## config.mk

```make
export PLATFORM = sky130hd
export DESIGN_NAME = stepper_step_gen
export DESIGN_NICKNAME = d
export VERILOG_FILES = /design/src/rtl/stepper_pkg.sv /design/src/rtl/stepper_step_gen_step_timer.sv /design/src/rtl/stepper_step_gen.sv
export SDC_FILE = /design/constraint.sdc
export NUM_CORES = 1
export LEC_CHECK = 0
export BUFFER_PORTS_ARGS = -buffer_cell sky130_fd_sc_hd__buf_2
export CAP_MARGIN = 20
export CORE_UTILIZATION = 50
export DETAILED_ROUTE_END_ITERATION = 10
export PLACE_DENSITY = 0.75
export SKIP_LAST_GASP = 1
export SLEW_MARGIN = 10
export SYNTH_ARGS = -nofsm -noshare
export SYNTH_HDL_FRONTEND = slang
export SYNTH_HIERARCHICAL = 1
export SYNTH_SLANG_ARGS = --single-unit
```

## constraint.sdc

```tcl
create_clock -name clk -period 9.8 [get_ports clk]
set_clock_uncertainty 0.2 [all_clocks]
set_input_delay 1.47 -clock clk [delete_from_list [all_inputs] [get_ports clk]]
set_output_delay 1.47 -clock clk [all_outputs]
set_load 0.03 [all_outputs]
```

## src/rtl/stepper_pkg.sv

```systemverilog
// Shared types and constants for the stepper motion generator and coil sequencer.
package stepper_pkg;

    typedef enum logic [2:0] {
        IDLE,
        ACCEL,
        CRUISE,
        DECEL,
        DONE
    } gen_state_t;

    localparam int unsigned RAMP_STEP_DEF = 100;

    // Coil sequencer phases, full-step one-hot drive order A-B-C-D.
    typedef enum logic [1:0] {
        PH_A,
        PH_B,
        PH_C,
        PH_D
    } coil_phase_t;

    function automatic logic [3:0] coil_drive(input coil_phase_t ph);
        logic [3:0] drv;
        drv = 4'b0001;
        case (ph)
            PH_A: drv = 4'b0001;
            PH_B: drv = 4'b0010;
            PH_C: drv = 4'b0100;
            PH_D: drv = 4'b1000;
            default: drv = 4'b0001;
        endcase
        return drv;
    endfunction

endpackage

```

## src/rtl/stepper_step_gen_step_timer.sv

```systemverilog
// Loadable down-counter: ticks for one cycle at zero and reloads with the next interval minus one.
module step_timer #(
    parameter int unsigned PER_W = 20
) (
    input  logic             clk,
    input  logic             rst,
    input  logic             load,
    input  logic [PER_W-1:0] load_val,
    input  logic             en,
    input  logic [PER_W-1:0] reload_val,
    output logic             tick
);

    logic [PER_W-1:0] cnt;

    assign tick = en && (cnt == '0);

    always_ff @(posedge clk) begin
        if (rst) begin
            cnt <= '0;
        end else if (load) begin
            cnt <= load_val;
        end else if (en) begin
            if (cnt == '0) begin
                cnt <= reload_val;
            end else begin
                cnt <= cnt - PER_W'(1);
            end
        end
    end

endmodule

```

## src/rtl/stepper_step_gen.sv

```systemverilog
// Trapezoidal step-strobe generator with position tracking and controlled-stop abort.
module stepper_step_gen
    import stepper_pkg::*;
#(
    parameter int unsigned CNT_W     = 16,
    parameter int unsigned PER_W     = 20,
    parameter int unsigned RAMP_STEP = RAMP_STEP_DEF
) (
    input  logic             clk,
    input  logic             rst,
    input  logic             start,
    input  logic             dir_in,
    input  logic [CNT_W-1:0] steps_in,
    input  logic [PER_W-1:0] per_start,
    input  logic [PER_W-1:0] per_min,
    input  logic             abort,
    output logic             step,
    output logic             dir,
    output logic             busy,
    output logic             done,
    output logic [CNT_W-1:0] pos
);

    localparam logic [PER_W:0] RAMP = (PER_W+1)'(RAMP_STEP);

    gen_state_t       state, state_n;
    logic [CNT_W-1:0] rem, rem_n, rc, rc_n, pos_n;
    logic [PER_W-1:0] cur, cur_n, ps_r, ps_n, pm_r, pm_n;
    logic             dir_n;
    logic [PER_W-1:0] ps_c, pm_c, cur_up, cur_dn, diff;
    logic [PER_W:0]   sum;
    logic             moving, tick, load;
    logic [PER_W-1:0] load_val;

    assign moving = (state == ACCEL) || (state == CRUISE) || (state == DECEL);

    step_timer #(.PER_W(PER_W)) u_timer (
        .clk        (clk),
        .rst        (rst),
        .load       (load),
        .load_val   (load_val),
        .en         (moving),
        .reload_val (cur_n - PER_W'(1)),
        .tick       (tick)
    );

    // Zero periods act as 1; the cruise period never exceeds the start period.
    always_comb begin
        ps_c = (per_start == '0) ? PER_W'(1) : per_start;
        pm_c = (per_min == '0) ? PER_W'(1) : per_min;
        if (pm_c > ps_c) begin
            pm_c = ps_c;
        end
    end

    always_comb begin
        sum    = {1'b0, cur} + RAMP;
        cur_up = (sum > {1'b0, ps_r}) ? ps_r : sum[PER_W-1:0];
        diff   = cur - pm_r;
        cur_dn = ({1'b0, diff} > RAMP) ? (cur - RAMP[PER_W-1:0]) : pm_r;
    end

    always_comb begin
        state_n  = state;
        rem_n    = rem;
        rc_n     = rc;
        cur_n    = cur;
        ps_n     = ps_r;
        pm_n     = pm_r;
        dir_n    = dir;
        pos_n    = pos;
        load     = 1'b0;
        load_val = '0;
        case (state)
            IDLE: begin
                if (start) begin
                    if (steps_in != '0) begin
                        rem_n    = steps_in;
                        dir_n    = dir_in;
                        ps_n     = ps_c;
                        pm_n     = pm_c;
                        cur_n    = ps_c;
                        rc_n     = '0;
                        load     = 1'b1;
                        load_val = ps_c - PER_W'(1);
                        state_n  = (pm_c == ps_c) ? CRUISE : ACCEL;
                    end else begin
                        state_n = DONE;
                    end
                end
            end
            ACCEL, CRUISE, DECEL: begin
                if (tick) begin
                    pos_n = dir ? (pos + CNT_W'(1)) : (pos - CNT_W'(1));
                    rem_n = rem - CNT_W'(1);
                    if (rem_n == '0) begin
                        state_n = DONE;
                    end else if ((state != DECEL) && (rem_n <= rc)) begin
                        state_n = DECEL;
                        cur_n   = cur_up;
                    end else if (state == DECEL) begin
                        cur_n = cur_up;
                    end else if (state == ACCEL) begin
                        cur_n = cur_dn;
                        if (cur_dn < cur) begin
                            rc_n = rc + CNT_W'(1);
                        end
                        if (cur_dn == pm_r) begin
                            state_n = CRUISE;
                        end
                    end
                end
                // Abort shortens the remaining count so the usual decel rule takes over.
                if (abort) begin
                    if ({1'b0, rem_n} > ({1'b0, rc_n} + (CNT_W+1)'(1))) begin
                        rem_n = rc_n + CNT_W'(1);
                    end
                    if (rem_n == '0) begin
                        state_n = DONE;
                    end
                end
            end
            DONE: begin
                state_n = IDLE;
            end
            default: begin
                state_n = IDLE;
            end
        endcase
    end

    always_ff @(posedge clk) begin
        if (rst) begin
            state <= IDLE;
            rem   <= '0;
            rc    <= '0;
            cur   <= '0;
            ps_r  <= '0;
            pm_r  <= '0;
            dir   <= 1'b0;
            pos   <= '0;
            step  <= 1'b0;
            busy  <= 1'b0;
            done  <= 1'b0;
        end else begin
            state <= state_n;
            rem   <= rem_n;
            rc    <= rc_n;
            cur   <= cur_n;
            ps_r  <= ps_n;
            pm_r  <= pm_n;
            dir   <= dir_n;
            pos   <= pos_n;
            step  <= moving && tick;
            busy  <= (state_n == ACCEL) || (state_n == CRUISE) || (state_n == DECEL);
            done  <= (state_n == DONE);
        end
    end

endmodule

```

==> results.ini <==
[timing]
worstMarginPinSlew_ps=1136
finalCriticalPeriod_ps=9434
fin_crit_sh=0.9626
worst_slack_ps=366.4
finalHoldViolCount=0
max_slew_margin=0.2427
max_freq_ghz=0.1060
final_max_slew_viol_count=0
setup_viol_count_final=0

[power_and_ir_drop]
p_total_w=0.003649
max-vdd-ir-drop_uv=145.0
power.leakage_nw=6.770
power_density_nw_per_um2=215.9

[worst_setup_path]
slowest_delay_ps=500
endpoint_kind=flip-flop
path_class=flip-flop to flip-flop
start_kind=flip-flop
slowest_stage=or3_4
cp_max_fo=7
arrival_ps=9520
required_ps=9890

[synth]
synth-async-reset-ratio=0
yosys_warnings=6
synthCells=2153
postSynthAreaPerCell_um2=7.034
syn_nets=2350
syn_area_um2=15140
synth_edf_count=0
ys_ff_latch=135
dominantRegCellSynth=dfxtp_1
ys_types=93
synth-seq-area-share=0.1785

[drt]
vias=16670
finalWirelength_mm=57.31
ant_nets=0
routed_via_density=6.460
drc_errors=0
first_iter_violations=2242
drtPass1Iterations=8
wl_per_cell_um=22.21

[placed_design]
dp.cells=2542
gp_congestion=1.034
dpl.hpwl_mm=43.93
post-place-ws_ps=-186.3
placed_area_um2=15990
port_buffers=80

[global_route]
grt_antenna_before_repair=0
first_global_vias=15090
grt_start_max_net_pins=86
met2_usage=0.5492
grt_usage=0.3634
grtUsageMet3=0.07041
use_met1=0.5029
top_usage_layer=met2
grt_overflow=0
grt_pass1_wl_mm=87.04

[finish]
drive_gt1_frac=0.1264
final_util=0.5687
nNetsFinal=2375
layout.cells.non_filler=2581
n_antenna_cell=0
layout_common_cells=nor2_1 (254), a21oi_1 (195), nand2_1 (177)
fin_area_um2=16900
syn_to_final_growth_pct=11.59
final_common_cell=nor2_1

[clock_network]
cts.sinks=135
numCtsBuffers=17
cts_root_buf=clkbuf_16
cts_buffer_depth=2
clk_pin_slew_ps=70
insertion_delay_ps=440
htree_levels=4
cts_tree=done

[floorplan]
die_h_um=176.0
start_util=0.5096
dieWidth_um=176.0
core-area_um2=29720
rows=63
dieArea_um2=30990
io_pins=81

[status]
outcome=completed

[hold_path]
hp-class=flip-flop to flip-flop

[run]
maxCapViolations=0

[per-layer routing]
layer  wire length [um]  vias to the layer above  part of all wire
met5                  0                        -                 0
met4               2202                        0             0.038
met3               5784                      155              0.10
met2              24740                      917              0.43
met1              24580                     7822              0.43
li1                   -                     7778                 -
[stage by stage]
stage | hold WS [ps] | setup TNS [ps]
finish | 254.2 | 0
global placement | 244.9 | 0
CTS | 254.9 | 0
detailed placement | 246.7 | -998.8
floorplan | 236.3 | 0
global route | 269.1 | -35.31
[critical path: cells and delay by family, from the launching register on]
family / cells / cell delay [ps]
DFF: 1 / 330
muxes: 1 / 280
AOI/OAI and AO/OA: 15 / 2650
and+or+nand+nor: 15 / 3730
buffers and inverters: 3 / 470
adders and majority gates: 3 / 1140
xor gates and xnor gates: 1 / 470
[where the power goes]
part | switching, W | leakage, nW | total, W | internal (W)
sequential | 0.000106 | 1.11 | 0.000729 | 0.000623
combinational | 0.00141 | 5.38 | 0.00224 | 0.000830
clock | 0.000294 | 0.285 | 0.000684 | 0.000390
total | 0.00181 | 6.77 | 0.00365 | 0.00184
[final cells by class]
| cell class | instances | area (um^2) |
|---|---|---|
| flip-flops and latches | 135 | 2703 |
| multi-input cells | 1717 | 11510 |
| clock buffers | 19 | 442.9 |
| clock inverters | 13 | 157.7 |
| inverters | 145 | 545.5 |
| fillers | 2858 | 12820 |
| well taps | 390 | 488.0 |
| repair buffers | 162 | 1047 |
[registers in the layout, summed over array words and instances, names as in the netlist]
register     flops
busy             1
cur             20
dir              1
done             1
pm_r            20
pos             16
ps_r            20
rc              16
rem             16
state            3
step             1
u_timer/cnt     20
[cells by family (layout without fill, tap and decap cells)]
| logic type | after synthesis | in the layout | share of synthesized area |
|---|---|---|---|
| buffers and inverters | 301 | 339 | 0.07800 |
| AO/OA/AOI/OAI | 566 | 566 | 0.2396 |
| adder cells (fa/ha/maj) | 136 | 136 | 0.1134 |
| AND/OR/NAND/NOR | 794 | 794 | 0.2589 |
| XOR/XNOR | 193 | 193 | 0.1125 |
| flip-flops | 135 | 135 | 0.1785 |
| multiplexers | 28 | 28 | 0.01917 |
[final timing paths]
check,endpoint,slack (ps),start,depth (start not counted)
max reg2reg,busy,370,pm_r[4],38
max,busy,370,pm_r[4],38
min,ps_r[2],250,ps_r[2],2
min reg2reg,ps_r[2],250,ps_r[2],2
[what timing repair did]
action	CTS	global route
cloned	0	0
pin swaps	1	13
setup buffers	0	6
gates resized for setup	4	51
endpoints found under the hold margin	0	0
hold buffers	0	0
endpoints found under the setup margin	19	21
[cell usage after synthesis, drive strengths merged (10+ instances only)]
cell type    n  area, um^2
nand2      178       668.1
a21o        29       217.7
and3        12       80.08
or4         11       90.08
nor2b       24       150.1
or2         10       62.56
a21oi      200        1001
xnor2      133        1165
nand3       58       290.3
o21bai      14       105.1
o21ai       92       460.4
o22ai       19       118.9
nor3b       15       117.6
nand4       42       277.8
nor4        53       352.8
a31oi       22       137.6
a221oi      27       242.7
xor2        59       516.8
ha         134        1677
nor2       255       957.2
nand2b      16       100.1
a211oi      50       380.4
buf         24       140.1
or3         14       92.59
o211ai      15       112.6
nor3        75       406.7
dfxtp      135        2703
o31ai       14       105.1
clkbuf     132       496.7
mux2i       20       200.2
inv        142       533.0
No activity file was read; power rests on OpenSTA's default activity.
